`config.mk`:
```
export PLATFORM = sky130hd
export DESIGN_NAME = dac_ramp_ctrl
export DESIGN_NICKNAME = d
export VERILOG_FILES = /design/src/rtl/pdh_pkg.sv /design/src/rtl/dwell_timer.sv /design/src/rtl/dac_ramp_ctrl.sv
export SDC_FILE = /design/constraint.sdc
export NUM_CORES = 1
export LEC_CHECK = 0
export BUFFER_PORTS_ARGS = -buffer_cell sky130_fd_sc_hd__buf_2
export CAP_MARGIN = 10
export CELL_PAD_IN_SITES_DETAIL_PLACEMENT = 0
export CELL_PAD_IN_SITES_GLOBAL_PLACEMENT = 2
export CORE_MARGIN = 2
export CORE_UTILIZATION = 34
export DETAILED_ROUTE_END_ITERATION = 8
export GPL_TIMING_DRIVEN = 1
export PLACE_DENSITY_LB_ADDON = 0.1
export REMOVE_ABC_BUFFERS = 1
export SLEW_MARGIN = 20
export SYNTH_ARGS = -nofsm -noshare
export SYNTH_HDL_FRONTEND = slang
export SYNTH_SLANG_ARGS = --single-unit
```
`constraint.sdc`:
```
create_clock -name clk -period 4.7 [get_ports clk]
set_input_delay 0.94 -clock clk [delete_from_list [all_inputs] [get_ports clk]]
set_output_delay 0.94 -clock clk [all_outputs]
set_load 0.005 [all_outputs]
```
`src/rtl/pdh_pkg.sv`:
```
// Shared definitions for the PDH control plane: command codes, ramp FSM states, status word layout.
// Latency: n/a (types and constants only).
// Backpressure: n/a.
package pdh_pkg;

    // Command codes carried on cmd_i alongside a strobe.
    typedef enum logic [3:0] {
        CMD_NOP          = 4'h0,
        CMD_SET_DAC      = 4'h2,
        CMD_RAMP_START   = 4'h3,
        CMD_RAMP_STOP    = 4'h4,
        CMD_RAMP_STEP    = 4'h5,
        CMD_RAMP_PERIOD  = 4'h6,
        CMD_RAMP_RUN     = 4'h7,
        CMD_RAMP_ABORT   = 4'h8,
        CMD_CLR_ERR      = 4'h9
    } cmd_t;

    // Ramp sequencer states; the encoding is visible in the status word.
    typedef enum logic [1:0] {
        S_IDLE  = 2'd0,
        S_DWELL = 2'd1,
        S_STEP  = 2'd2,
        S_DONE  = 2'd3
    } ramp_state_t;

    // Status word bit positions.
    localparam int ST_STATE_LSB = 30;
    localparam int ST_ERR       = 29;
    localparam int ST_BUSY      = 28;
    localparam int ST_DONE      = 27;
    localparam int ST_RAMP_CH   = 26;

endpackage

```
`src/rtl/dwell_timer.sv`:
```
// Dwell timer: counts a programmable number of enabled cycles and flags the last one.
// Latency: expire is high during the period-th enabled cycle after load (period 0 acts as 1).
// Backpressure: none; counting pauses while enable is low, load always wins.
//
// Ports:
//   clk, rst_ni  clock and asynchronous active-low reset
//   load         restart the count from period
//   enable       advance the count this cycle
//   period       dwell length in cycles
//   expire       high in the final cycle of the dwell (only while enable is high)
module dwell_timer #(
    parameter int PERIOD_BITS = 24
) (
    input  logic                   clk,
    input  logic                   rst_ni,
    input  logic                   load,
    input  logic                   enable,
    input  logic [PERIOD_BITS-1:0] period,
    output logic                   expire
);

    localparam logic [PERIOD_BITS-1:0] ONE = PERIOD_BITS'(1);

    logic [PERIOD_BITS-1:0] cnt;

    // The counter parks at 1 so that expire stays aligned with the last
    // dwell cycle until the owner reloads it.
    always_ff @(posedge clk or negedge rst_ni) begin
        if (!rst_ni) begin
            cnt <= '0;
        end else if (load) begin
            cnt <= (period == '0) ? ONE : period;
        end else if (enable && (cnt > ONE)) begin
            cnt <= cnt - ONE;
        end
    end

    assign expire = enable && (cnt == ONE);

endmodule

```
`src/rtl/dac_ramp_ctrl.sv`:
```
// Two-channel DAC controller: direct code writes plus a saturating single/sawtooth ramp on one channel.
// Latency: accepted commands take effect on the clock edge after the strobe; each ramp code is held period+1 cycles.
// Backpressure: none; commands are never stalled, those that conflict with a running ramp are dropped and flag err.
//
// Ports:
//   clk, rst_ni    clock and asynchronous active-low reset
//   cmd_i, data_i  command code and payload, valid only while strobe_i is high
//   strobe_i       single-cycle command pulse
//   dac_tdata_o    {2'b0, ch2[13:0], 2'b0, ch1[13:0]}
//   dac_tvalid_o   high from the first edge after reset release
//   status_o       {state, err, busy, done, ramp_ch, 12'b0, ramp_code}
module dac_ramp_ctrl
    import pdh_pkg::*;
#(
    parameter int DAC_DATA_WIDTH   = 14,
    parameter int AXIS_TDATA_WIDTH = 32,
    parameter int DATA_BITS        = 26,
    parameter int PERIOD_BITS      = 24
) (
    input  logic                        clk,
    input  logic                        rst_ni,
    input  logic [3:0]                  cmd_i,
    input  logic [DATA_BITS-1:0]        data_i,
    input  logic                        strobe_i,
    output logic [AXIS_TDATA_WIDTH-1:0] dac_tdata_o,
    output logic                        dac_tvalid_o,
    output logic [31:0]                 status_o
);

    localparam int DW   = DAC_DATA_WIDTH;
    localparam int HALF = AXIS_TDATA_WIDTH / 2;

    cmd_t                   cmd;
    ramp_state_t            state_q;
    logic [DW-1:0]          ch1_q, ch2_q;
    logic [DW-1:0]          start_q, stop_q, step_q;
    logic [PERIOD_BITS-1:0] period_q;
    logic [DW-1:0]          ramp_code_q;
    logic                   ramp_ch_q, cont_q, err_q, done_q, tvalid_q;

    logic                   busy, is_abort, sel_ch, run_ok, timer_load, dwell_exp;
    logic [DW:0]            sum, diff;
    logic [DW-1:0]          step_val;
    logic                   unused_data;

    assign cmd         = cmd_t'(cmd_i);
    assign busy        = (state_q == S_DWELL) || (state_q == S_STEP);
    assign is_abort    = strobe_i && (cmd == CMD_RAMP_ABORT);
    assign sel_ch      = data_i[DATA_BITS-1];
    assign run_ok      = strobe_i && (cmd == CMD_RAMP_RUN) && !busy && (step_q != '0);
    // Reload the dwell on a fresh run and on every step that is not aborted.
    assign timer_load  = run_ok || ((state_q == S_STEP) && !is_abort);
    assign unused_data = ^data_i;

    dwell_timer #(
        .PERIOD_BITS (PERIOD_BITS)
    ) u_dwell_timer (
        .clk    (clk),
        .rst_ni (rst_ni),
        .load   (timer_load),
        .enable (state_q == S_DWELL),
        .period (period_q),
        .expire (dwell_exp)
    );

    // Next ramp code. One extra bit catches both carry-out and borrow so the
    // code clamps exactly at stop instead of wrapping. Sitting on stop means
    // a sawtooth restart.
    always_comb begin
        sum      = {1'b0, ramp_code_q} + {1'b0, step_q};
        diff     = {1'b0, ramp_code_q} - {1'b0, step_q};
        step_val = ramp_code_q;
        if (ramp_code_q == stop_q) begin
            step_val = start_q;
        end else if (stop_q >= start_q) begin
            step_val = (sum >= {1'b0, stop_q}) ? stop_q : sum[DW-1:0];
        end else begin
            step_val = (diff[DW] || (diff[DW-1:0] <= stop_q)) ? stop_q : diff[DW-1:0];
        end
    end

    always_ff @(posedge clk or negedge rst_ni) begin
        if (!rst_ni) begin
            state_q     <= S_IDLE;
            ch1_q       <= '0;
            ch2_q       <= '0;
            start_q     <= '0;
            stop_q      <= '0;
            step_q      <= '0;
            period_q    <= '0;
            ramp_code_q <= '0;
            ramp_ch_q   <= 1'b0;
            cont_q      <= 1'b0;
            err_q       <= 1'b0;
            done_q      <= 1'b0;
            tvalid_q    <= 1'b0;
        end else begin
            tvalid_q <= 1'b1;
            done_q   <= 1'b0;

            // Sequencer progress. An abort in the same cycle suppresses it
            // entirely, so a coincident dwell expiry never steps the code.
            if (!is_abort) begin
                case (state_q)
                    S_DWELL: begin
                        if (dwell_exp) begin
                            if ((ramp_code_q == stop_q) && !cont_q) begin
                                state_q <= S_DONE;
                                done_q  <= 1'b1;
                            end else begin
                                state_q <= S_STEP;
                            end
                        end
                    end
                    S_STEP: begin
                        ramp_code_q <= step_val;
                        if (ramp_ch_q) ch2_q <= step_val;
                        else           ch1_q <= step_val;
                        state_q <= S_DWELL;
                    end
                    S_DONE:  state_q <= S_IDLE;
                    default: ;
                endcase
            end

            // Command decode; later assignments override the sequencer above.
            if (strobe_i) begin
                case (cmd)
                    CMD_SET_DAC: begin
                        if (busy && (sel_ch == ramp_ch_q)) err_q <= 1'b1;
                        else if (sel_ch)                   ch2_q <= data_i[DW-1:0];
                        else                               ch1_q <= data_i[DW-1:0];
                    end
                    CMD_RAMP_START: begin
                        if (busy) err_q <= 1'b1;
                        else      start_q <= data_i[DW-1:0];
                    end
                    CMD_RAMP_STOP: begin
                        if (busy) err_q <= 1'b1;
                        else      stop_q <= data_i[DW-1:0];
                    end
                    CMD_RAMP_STEP: begin
                        if (busy) err_q <= 1'b1;
                        else      step_q <= data_i[DW-1:0];
                    end
                    CMD_RAMP_PERIOD: begin
                        if (busy) err_q <= 1'b1;
                        else      period_q <= data_i[PERIOD_BITS-1:0];
                    end
                    CMD_RAMP_RUN: begin
                        if (!run_ok) begin
                            err_q <= 1'b1;
                        end else begin
                            ramp_ch_q   <= data_i[0];
                            cont_q      <= data_i[1];
                            ramp_code_q <= start_q;
                            if (data_i[0]) ch2_q <= start_q;
                            else           ch1_q <= start_q;
                            state_q     <= S_DWELL;
                        end
                    end
                    CMD_RAMP_ABORT: state_q <= S_IDLE;
                    CMD_CLR_ERR:    err_q   <= 1'b0;
                    default: ;
                endcase
            end
        end
    end

    assign dac_tdata_o  = {{(HALF-DW){1'b0}}, ch2_q, {(HALF-DW){1'b0}}, ch1_q};
    assign dac_tvalid_o = tvalid_q;

    always_comb begin
        status_o                     = '0;
        status_o[ST_STATE_LSB +: 2]  = state_q;
        status_o[ST_ERR]             = err_q;
        status_o[ST_BUSY]            = busy;
        status_o[ST_DONE]            = done_q;
        status_o[ST_RAMP_CH]         = ramp_ch_q;
        status_o[DW-1:0]             = ramp_code_q;
    end

endmodule

```
Yosys cells after proc, flatten, opt, wreduce, memory -nomap -nowiden. Cells that the tools add are included.

Output and inout bits: 65. Bits of input ports: 33. Word-level logic and storage cells: 110. Register bits: 139.

$add $sub $neg: 3. Reduce and logical (&&, ||, !) cells: 26. $lt $le $gt $ge: 4. Eq/ne operators: 17. Bitwise operators: 1. Multiplexer cells: 45.

Operators by type and width (number): 2-to-1 mux 14 bit (25); 2-to-1 mux 24 bit (3); case mux 14 bit (2 select lines) (2); == test 24 x 1 -> 1 bit (second input constant) (1); > comparator 24 x 1 -> 1 bit (second input constant) (1); logical NOT 24 bit (1); subtractor 24 x 1 -> 24 bit (second input constant) (1); == test 4 x 3 -> 1 bit (second input constant) (4); adder 14 x 14 -> 15 bit (1); greater-or-equal comparator 15 x 14 -> 1 bit (1); AND reduction 3 bit (5); subtractor 14 x 14 -> 15 bit (1); == test 14 bit (1); greater-or-equal comparator 14 bit (1); <= comparator 14 bit (1); nonzero test 14 bit (1); logical AND 1 bit (9); == test 4 x 2 -> 1 bit (second input constant) (2); == test 4 bit (second input constant) (2); 2-to-1 mux 1 bit (8); 2-to-1 mux 2 bit (4); case mux 2 bit (3 select lines) (1); AND reduction 5 bit (1); == test 2 bit (second input constant) (2); other kinds (12) (17).

Depth between registers and ports, before layout. Gate-level depths: netlist (run 1).

Depth after elaboration: 13. Gate-level depth with buffers: 20. Depth with buffers taken out: 19.

Hierarchy. A second synthesis (run 1) with hierarchy kept.

Cell total of the unflattened synthesis: 1152. Area total of the unflattened synthesis: 10382.5 sq um.

Modules (own cells, without submodules): dac_ramp_ctrl (area each 8767.2 sq um, cells an instance 972, instances 1, sequential area each 2877.8 sq um); dwell_timer (area each 1615.3 sq um, cells an instance 180, instances 1, sequential area each 600.6 sq um).

Least setup slack after synthesis (run 1). Ideal clock, no wire load.

Kind: reg2reg. From: register ramp_code_q[0]. To: register ch2_q[7]. Required time: 4.574 ns. Setup time: 0.126 ns. Clock period less this slack: 4.533 ns. Path slack: 0.167 ns. Arrival time: 4.407 ns. Stages on the path, launching flop included: 21. Cells stage by stage: dfrtp_1 > ha_1 > inv_1 > fa_1 > o21bai_4 > a211oi_1 > a21o_1 > o31ai_2 > a21boi_0 > xor2_1 > ha_1 > a21o_1 > a2111oi_2 > o211ai_2 > a41oi_2 > and2_1 > buf_6 > mux2_4 > a221o_1 > o31ai_1 > o21ai_1.

Longest elaborated chain between the ends: 13.

Ends and longest elaborated chain: start, declared (RTL line dac_ramp_ctrl.sv:38) `logic [DW-1:0] ramp_code_q;`; start signal, assigned (RTL line dac_ramp_ctrl.sv:116) `ramp_code_q <= step_val;`; start signal, assigned (RTL line dac_ramp_ctrl.sv:156) `ramp_code_q <= start_q;`; subtractor 14 x 14 -> 15 bit (RTL line dac_ramp_ctrl.sv:71) `diff = {1'b0, ramp_code_q} - {1'b0, step_q};`; <= comparator 14 bit (RTL line dac_ramp_ctrl.sv:78) `step_val = (diff[DW] || (diff[DW-1:0] <= stop_q)) ? stop_q : diff[DW-1:0];`; logical OR 1 bit (RTL line dac_ramp_ctrl.sv:78); 2-to-1 mux 14 bit (RTL line dac_ramp_ctrl.sv:78); 2-to-1 mux 14 bit (RTL line dac_ramp_ctrl.sv:75) `end else if (stop_q >= start_q) begin`; 2-to-1 mux 14 bit (*) (RTL line dac_ramp_ctrl.sv:73) `if (ramp_code_q == stop_q) begin`; 2-to-1 mux 14 bit (*) (RTL line dac_ramp_ctrl.sv:117) `if (ramp_ch_q) ch2_q <= step_val;`; 2-to-1 mux 14 bit (*) (RTL line dac_ramp_ctrl.sv:104) `case (state_q)`; 2-to-1 mux 14 bit (*) (RTL line dac_ramp_ctrl.sv:103) `if (!is_abort) begin`; 2-to-1 mux 14 bit (on tied branches) (RTL line dac_ramp_ctrl.sv:157, dac_ramp_ctrl.sv:131); 2-to-1 mux 14 bit (on tied branches) (RTL line dac_ramp_ctrl.sv:151, dac_ramp_ctrl.sv:130); case mux 14 bit (2 select lines) (RTL line dac_ramp_ctrl.sv:128) `case (cmd)`; 2-to-1 mux 14 bit (*) (RTL line dac_ramp_ctrl.sv:127) `if (strobe_i) begin`; end signal, assigned (RTL line dac_ramp_ctrl.sv:117); end signal, assigned (RTL line dac_ramp_ctrl.sv:131) `else if (sel_ch) ch2_q <= data_i[DW-1:0];`; end signal, assigned (RTL line dac_ramp_ctrl.sv:157) `if (data_i[0]) ch2_q <= start_q;`; end, declared (RTL line dac_ramp_ctrl.sv:35) `logic [DW-1:0] ch1_q, ch2_q;`.

Every way passes the cells marked *; elsewhere a longest branch is shown, timed or not. A chain may end at the register's enable or synchronous reset.

Final worst setup path (run 1).
From: register ramp_code_q[1]. To: register ch2_q[5].

Same word-level chain as after synthesis.

==> results of run 1 <==
-- cells by family (layout without fill, tap and decap cells) --
group           after synthesis  after routing  share of synthesized area (%)
buf+inv                     140            305                           6.25
fa+ha+maj                    77             77                           9.22
simple gates                352            352                           16.4
other cells                   2             17                         0.0708
compound gates              337            337                           21.7
flops                       139            139                           32.8
mux                          81             81                           8.76
xor+xnor                     58             58                           4.79
-- flip-flops by register name, summed over array words and instances, names as in the netlist --
register           cells
period_q              24
u_dwell_timer.cnt     24
ch1_q                 14
ch2_q                 14
ramp_code_q           14
start_q               14
step_q                14
stop_q                14
state_q                2
cont_q                 1
dac_tvalid_o           1
done_q                 1
err_q                  1
ramp_ch_q              1
-- worst register-to-register path, delay by kind of cell, from the launching register on --
kind | cells | cell delay, ns
muxes | 1 | 0.34
buffers and inverters | 2 | 0.29
AOI/OAI and AO/OA | 8 | 1.60
and+or+nand+nor | 5 | 1.11
xor gates and xnor gates | 1 | 0.28
DFF | 1 | 0.42
adders and majority gates | 2 | 0.48
-- layer usage --
layer	part of all wire [%]	GRT usage, %
met2	50	42.2
met4	1.2	4.94
met5	0	0
met3	3.6	3.07
met1	45	32.0
-- placed cells by master, fill, tap and decap left out, drive strengths merged, types with 10 or more instances in the layout --
master  instances
nand4          12
mux2i          11
clkbuf         19
a21o           11
xnor2          43
o21a           10
nand2b         10
conb           17
nand2         109
o221ai         10
nand3          28
o31ai          13
buf           206
dfrtp         139
nor2b          10
xor2           15
o21ai         103
ha             75
and3           20
inv            68
nor4           20
nor3           25
or3            10
mux2           70
o211ai         19
a221oi         14
nor2           85
a21oi          76
-- cell type report --
class / count / share of cell area (%)
Sequential cell: 139 / 26.2
Clock buffer: 19 / 3.33
Tap cell: 396 / 3.73
Clock inverter: 12 / 1.30
Inverter: 68 / 1.92
Multi-Input combinational cell: 922 / 53.0
Timing Repair Buffer: 206 / 10.6
-- through the flow --
step | std cells | area [sq um]
finish | 1762 | 13300
global route | 1762 | 13300
CTS | 1754 | 12900
detailed placement | 1721 | 12100
global placement | 1721 | 12100
floorplan | 1129 | 10300
-- timing repair --
item | 4_1_cts | 5_1_grt
hold endpoints to repair | 0 | 0
pin swaps | 35 | 51
setup buffers | 2 | 9
setup endpoints to repair | 39 | 41
resized for setup | 33 | 60
hold buffers | 0 | 0
-- where the power goes --
| part | leakage (nW) | switching (mW) | internal (mW) |
|---|---|---|---|
| Clock | 0.299 | 0.550 | 0.896 |
| Combinational | 3.79 | 3.76 | 3.48 |
| Sequential | 1.73 | 0.496 | 1.60 |
-- worst max path at each step --
stage                               from  cells after the start  endpoint
after floorplan           ramp_code_q[0]                     19  ch2_q[5]
after global placement    ramp_code_q[0]                     20  ch2_q[5]
after detailed placement  ramp_code_q[0]                     20  ch2_q[5]
after CTS                 ramp_code_q[0]                     20  ch2_q[5]
after global routing      ramp_code_q[0]                     21  ch2_q[6]
final                     ramp_code_q[1]                     19  ch2_q[5]
==> summary.txt, run 1 <==
Synthesis
  • Area leader, netlist: dfrtp_1
  • Count leader, synth: dfrtp_1
  • Average cell area after synthesis: roughly 9 sq um
  • Synthesized flop and latch total: between 100 and 150
  • Yosys Warn Count: 0
  • Synth Cell Area: approximately 0.011 sq mm
  • Ys async rst share: 100%
  • Post-Syn Instances: about 1200
  • Seq/Total Area, Yosys: about a third
  • Synth top area share: approximately 33%
  • EDFF count, synth: 0
  • Post-synth top cells: dfrtp_1, nand2_1, o21ai_0
  • Largest cells by area after synthesis: dfrtp_1, ha_1, mux2_2, o21ai_0, nand2_1
  • Ys flop type: dfrtp_1
  • Synth unique cells: 90

Setup path
  • Crit path max-delay family: compound AO/OA/AOI/OAI gates
  • Crit Path Max Fanout: 8
  • CP cell instances: buf_4 > ha_1 > nor2_1 > a221oi_2 > or4_4 > a31o_1 > a21oi_1 > xor2_1 > ha_1 > and2_1 > a221oi_2 > nand4_1 > o21ai_2 > and2_4 > buf_12 > mux2_4 > a221oi_4 > a21oi_2 > a311o_1
  • Reg2reg path depth: 19
  • Crit-path max cell delay: ~0.50 ns
  • Crit start category: register
  • CP required: between 5 and 6 ns
  • R2R setup slack: roughly 0.055 ns
  • Slowest cell on crit path: or4_4
  • Worst Path Arrival: about 5 ns
  • RR Startpoint: ramp_code_q[1]
  • Buffers & Inverters on Critical Path: 2
  • Crit end category: register
  • Crit path kind: reg -> reg
  • Worst r2r dst: ch2_q[5]

Route
  • Via density: about 5.5
  • Wirelength per Cell: roughly 22 um
  • Starting DRC count in detailed routing: 734
  • Vias: around 9700
  • Final WL: 39400 um
  • Routed Antenna Nets: 0
  • DRC errors left: 0
  • Drt pass-1 iters: 7

STA
  • Max-slew headroom: around 17%
  • Final setup margin: 0.0553 ns
  • Max Slew Vio Count: 0
  • Setup Skew: 0.00964 ns
  • Hold Violations, Final: 0
  • WHS: approximately 0.49 ns
  • RSZ-0062 raised after global routing: true
  • Final setup vio count: 0
  • Period minus WS final: 4.64 ns
  • Worst-Margin Slew: between 1 and 1.5 ns
  • FMAX: approximately 220 MHz
  • Setup tns final: 0 ns
  • Fin crit share: a little under 100%

Layout
  • Nets: 1464
  • Fill cell count: 3075
  • Area growth from synthesis to layout: 25.3%
  • Finished Core Util: a little over two fifths
  • Multi-input gate area: between 0.007 and 0.008 sq mm
  • Proportion of layout cells with a drive suffix above 1: 29.7%
  • Antenna cells: 0
  • Storage cell area: between 0.003 and 0.004 sq mm

Clocking
  • Clock sink count: approximately 140
  • Maximum clock path buffer count: 2
  • CTS root buf: clkbuf_16
  • Clk slew on worst S/H paths: around 0.060 ns
  • Latest clock arrival within the worst-skew pair: 0.43 ns
  • CTS tree: done
  • TritonCTS buffer count: 17
  • H-tree depth: 4

Global routing
  • Initial antenna violation count: 0
  • Vias in the first global route: roughly 9700
  • Total Routing Usage GR: 24.2%
  • Largest net degree at the start of global routing: 86
  • Global-route wire length before repair: around 60000 um
  • Grt total ovfl: 0

Die
  • Starting Density: 34.6%
  • Die W: 181 um
  • Core Region: around 0.031 sq mm
  • Core Rows: between 60 and 70
  • Die ar.: roughly 0.033 sq mm
  • I/O Pins: slightly below 100
  • Die Span Y: ~180 um

Placement
  • Pre-CTS setup slack: -0.262 ns
  • HPWL Detailed: just over 30000 um
  • IO Port Bufs: 80
  • Final estimated routing congestion in global placement: 0.844

Pwr
  • Pwr Total: around 11 mW
  • PwrDens: 811 mW/mm^2
  • Lkg Pwr: ~5.8 nW
  • Worst IR Drop VDD: 304 uV

Worst hold path
  • Hold Crit Endpoint: cont_q
  • Hold path cells: 2
  • HP Start: cont_q
  • Hold WC Path Type: reg -> reg

Outcome
  • Status: complete, no violations

Run
  • Max-cap violations: 0
Note: power is estimated with default switching activity, not from simulation.
==> run 2: changes to the inputs <==
--- a/config.mk
+++ b/config.mk
@@ -18,4 +18,5 @@
 export SLEW_MARGIN = 20
 export SYNTH_ARGS = -nofsm -noshare
 export SYNTH_HDL_FRONTEND = slang
+export SYNTH_HIERARCHICAL = 1
 export SYNTH_SLANG_ARGS = --single-unit
==> run 2 against run 1 <==
  * Setup slack gained 0.11 ns
  * Count of clock-buffer cells in the layout shrank 1
  * Worst hold slack lost 0.0034 ns
  * Via count shrank 1.2%
  * Register-to-register slack gained 0.11 ns
  * Wire length shrank 0.65%
  * Sequential share of layout area grew 1.8 points
  * Sequential power shrank 8%
  * Core utilization shrank 1.7 points
  * Final area shrank 6.4%
  * Critical path depth grew 1
==> summary.txt, run 2 <==
Outcome
  • Status: complete, no violations

STA
  • Max Slew Vio Count: 0
  • FMAX: between 200 and 250 MHz
  • Setup tns final: 0 ns
  • Final setup vio count: 0
  • Hold Violations, Final: 0
  • Setup Skew: approximately 0.014 ns
  • Fin crit share: between 90% and 100%
  • Worst-Margin Slew: about 1.2 ns
  • RSZ-0062 raised after global routing: true
  • WHS: between 0.4 and 0.5 ns
  • Max-slew headroom: roughly 20%
  • Final setup margin: about 0.16 ns
  • Period minus WS final: 4.54 ns

Pwr
  • Net Switching: around 3.4 mW
  • PwrDens: between 600 and 700 mW/mm^2
  • Net Sw Frac: 44.4%
  • Sequential Power Share: between 20% and 30%
  • Lkg Pwr: 5.47 nW
  • Worst IR Drop VDD: about 320 uV
  • Comb power frac: between 50% and 60%
  • Clk pwr share: roughly 17%
  • Pwr Total: between 7 and 8 mW
  • P_int: ~4.2 mW

Placement
  • Placed cell count: around 1700
  • IO Port Bufs: 80
  • HPWL Detailed: 29600 um
  • Final estimated routing congestion in global placement: roughly 0.87
  • Pre-CTS setup slack: -0.0607 ns

Worst hold path
  • Hold Crit Endpoint: done_q
  • Hold WC Path Type: reg -> reg
  • Hold path cells: 1
  • HP Start: cont_q

Synthesis
  • Yosys Warn Count: 6
  • Count leader, synth: dfrtp_1
  • Synth Cell Area: 0.0104 sq mm
  • Area leader, netlist: dfrtp_1
  • Post-synthesis mux area share: 7.77%
  • Largest cells by area after synthesis: dfrtp_1, ha_1, mux2_2, o21ai_0, nand2_1
  • Average cell area after synthesis: 9.01 sq um
  • Post-synth top cells: dfrtp_1, nand2_1, nor2_1
  • Synthesized-area fraction occupied by adder cells: 9.42%
  • Post-Synth XOR/XNOR Area: between 4 and 5%
  • Synth Area in Simple Gates: ~16%
  • Synth Area in Compound Gates: between 20% and 30%
  • Synth top area share: approximately a third
  • Seq/Total Area, Yosys: 33.5%
  • EDFF count, synth: 0
  • Ys flop type: dfrtp_1
  • Ys async rst share: 100%
  • Post-Syn Instances: 1152
  • Synth unique cells: 84
  • Synthesized flop and latch total: between 100 and 150
  • Main combinational cell family by area after synthesis: compound AO/OA/AOI/OAI gates

Global routing
  • GR Layer Usage met1: approximately 37%
  • Vias in the first global route: between 9000 and 10000
  • Largest net degree at the start of global routing: 95
  • Met3 GRT Util: 4.71%
  • Initial antenna violation count: 0
  • Total Routing Usage GR: approximately a quarter
  • Global-route wire length before repair: a little under 60000 um
  • Met2 GRT Util: between 30 and 40%
  • Most Crowded Layer GR: met2
  • Grt total ovfl: 0

Clocking
  • TritonCTS buffer count: 17
  • CTS root buf: clkbuf_16
  • Latest clock arrival within the worst-skew pair: 0.44 ns
  • H-tree depth: 4
  • Clk slew on worst S/H paths: approximately 0.07 ns
  • CTS tree: done
  • Clock sink count: about 140
  • Post-CTS Hold Buffers: 0
  • Maximum clock path buffer count: 2

Route
  • Vias: around 9600
  • Routed Antenna Nets: 0
  • Starting DRC count in detailed routing: ~770
  • Via density: between 5 and 6
  • Drt pass-1 iters: 5
  • Wirelength per Cell: 23.1 um
  • Final WL: slightly below 40000 um
  • DRC errors left: 0

Layout
  • Multi-input gate area: 0.00655 sq mm
  • Top Registers: period_q x24, u_dwell_timer/cnt x24
  • Nets: around 1400
  • Most frequent cells in the layout: dfrtp_1, nand2_1, buf_4
  • Post-Layout Cell Count: 1694
  • Fill cell count: between 2000 and 3000
  • Proportion of layout cells with a drive suffix above 1: around 25%
  • Area growth from synthesis to layout: 19.8%
  • Antenna cells: 0
  • Commonest non-fill, non-tap cell in the layout: dfrtp_1
  • Storage cell area: 0.00348 sq mm

Setup path
  • Crit start category: register
  • RR Startpoint: ramp_code_q[0]
  • Crit Path Max Fanout: 4
  • Worst r2r dst: ch1_q[11]
  • Crit end category: register
  • Reg2reg path depth: 20
  • R2R setup slack: approximately 0.16 ns
  • Worst Path Arrival: between 4 and 5 ns
  • Crit path kind: reg -> reg
  • CP required: roughly 5 ns

Die
  • Core Rows: 63
  • Die W: around 180 um
  • I/O Pins: between 90 and 100
  • Core Region: between 0.02 and 0.03 sq mm
  • Starting Density: 34.8%
  • Die Span Y: ~180 um
  • Die ar.: around 0.032 sq mm

Run
  • Max-cap violations: 0
-- run 2: cell count changes after synthesis, moves of 7 or more --
cell      previous run  this run
nand3_1             28        21
and3_1              20         2
nand2_1            109        93
o22a_1               0         7
a31oi_1              6        13
a222oi_1             3        11
o22ai_1              5        26
inv_1               66        75
o21ai_0             85        70
buf_2               11         2
mux2i_1             10         3
a21oi_1             74        57
o211ai_1            18        11
a32oi_1              0        10
-- run 2: layout make-up --
| type | count | share of cell area, % |
|---|---|---|
| clock buffer | 18 | 3.45 |
| clock inverter | 13 | 0.975 |
| inverter | 77 | 2.32 |
| multi-input combinational | 887 | 52.6 |
| sequential | 139 | 28.0 |
| tap | 390 | 3.92 |
| timing repair buffer | 170 | 8.73 |
-- run 2: how the worst max path moves through the flow --
stage | startpoint | end | slack [ns] | cells past startpoint
floorplan | step_q[1] | ch2_q[8] | 0.53 | 18
global placement | ramp_code_q[0] | ch1_q[9] | -0.03 | 19
detailed placement | ramp_code_q[0] | ch2_q[9] | -0.06 | 19
CTS | ramp_code_q[0] | ch1_q[11] | 0.01 | 19
global route | ramp_code_q[0] | ch2_q[8] | -0.04 | 20
finish | ramp_code_q[0] | ch1_q[11] | 0.16 | 20
-- run 2: metrics by stage --
step	instance area [sq um]	utilization (%)
finish	12400	41.6
global route	12400	41.6
CTS	12200	40.9
detailed placement	11600	39.0
global placement	11600	39.0
floorplan	10100	-
-- run 2: logic make-up after synthesis --
kind of cell / count (synthesis)
AOI/OAI and AO/OA: 336
and+or+nand+nor: 334
buffers and inverters: 141
DFF: 139
adders and majority gates: 77
muxes: 72
xor gates and xnor gates: 51
other: 2
-- run 2: what timing repair did --
item,CTS,global route
pin swaps,2,19
resized for setup,6,31
buffers inserted,0,7
endpoints found under the setup margin,9,42
-- run 2: per-layer routing --
layer / vias to the layer above / routed length [um]
met2: 322 / 17000
met1: 4682 / 19300
met3: 43 / 2030
li1: 4530 / -
met4: 0 / 835
met5: - / 0
-- run 2: worst max-delay path, cell delays in order, from the launching register on --
cell and delay (ns):
dfrtp_1 0.38, buf_4 0.13, ha_1 0.19, inv_1 0.07, fa_1 0.41, nor2_2 0.14, o221ai_2 0.13, a21oi_1 0.17
nor2_1 0.10, o31ai_2 0.31, xnor2_2 0.17, ha_1 0.27, a21o_1 0.19, a221oi_4 0.36, o21ai_4 0.14, buf_4 0.15
or4_1 0.52, o221ai_1 0.11, buf_4 0.20, nand3_1 0.09, a21o_1 0.20
-- run 2: power groups by stage --
stage | registers, mW | logic (mW) | clock network (mW)
after global routing | 1.98 | 4.71 | 1.38
after global placement | 1.95 | 3.90 | 0
after CTS | 1.93 | 3.98 | 1.34
after detailed placement | 1.94 | 3.89 | 0
after floorplan | 1.83 | 2.32 | 0
final | 1.94 | 4.31 | 1.31
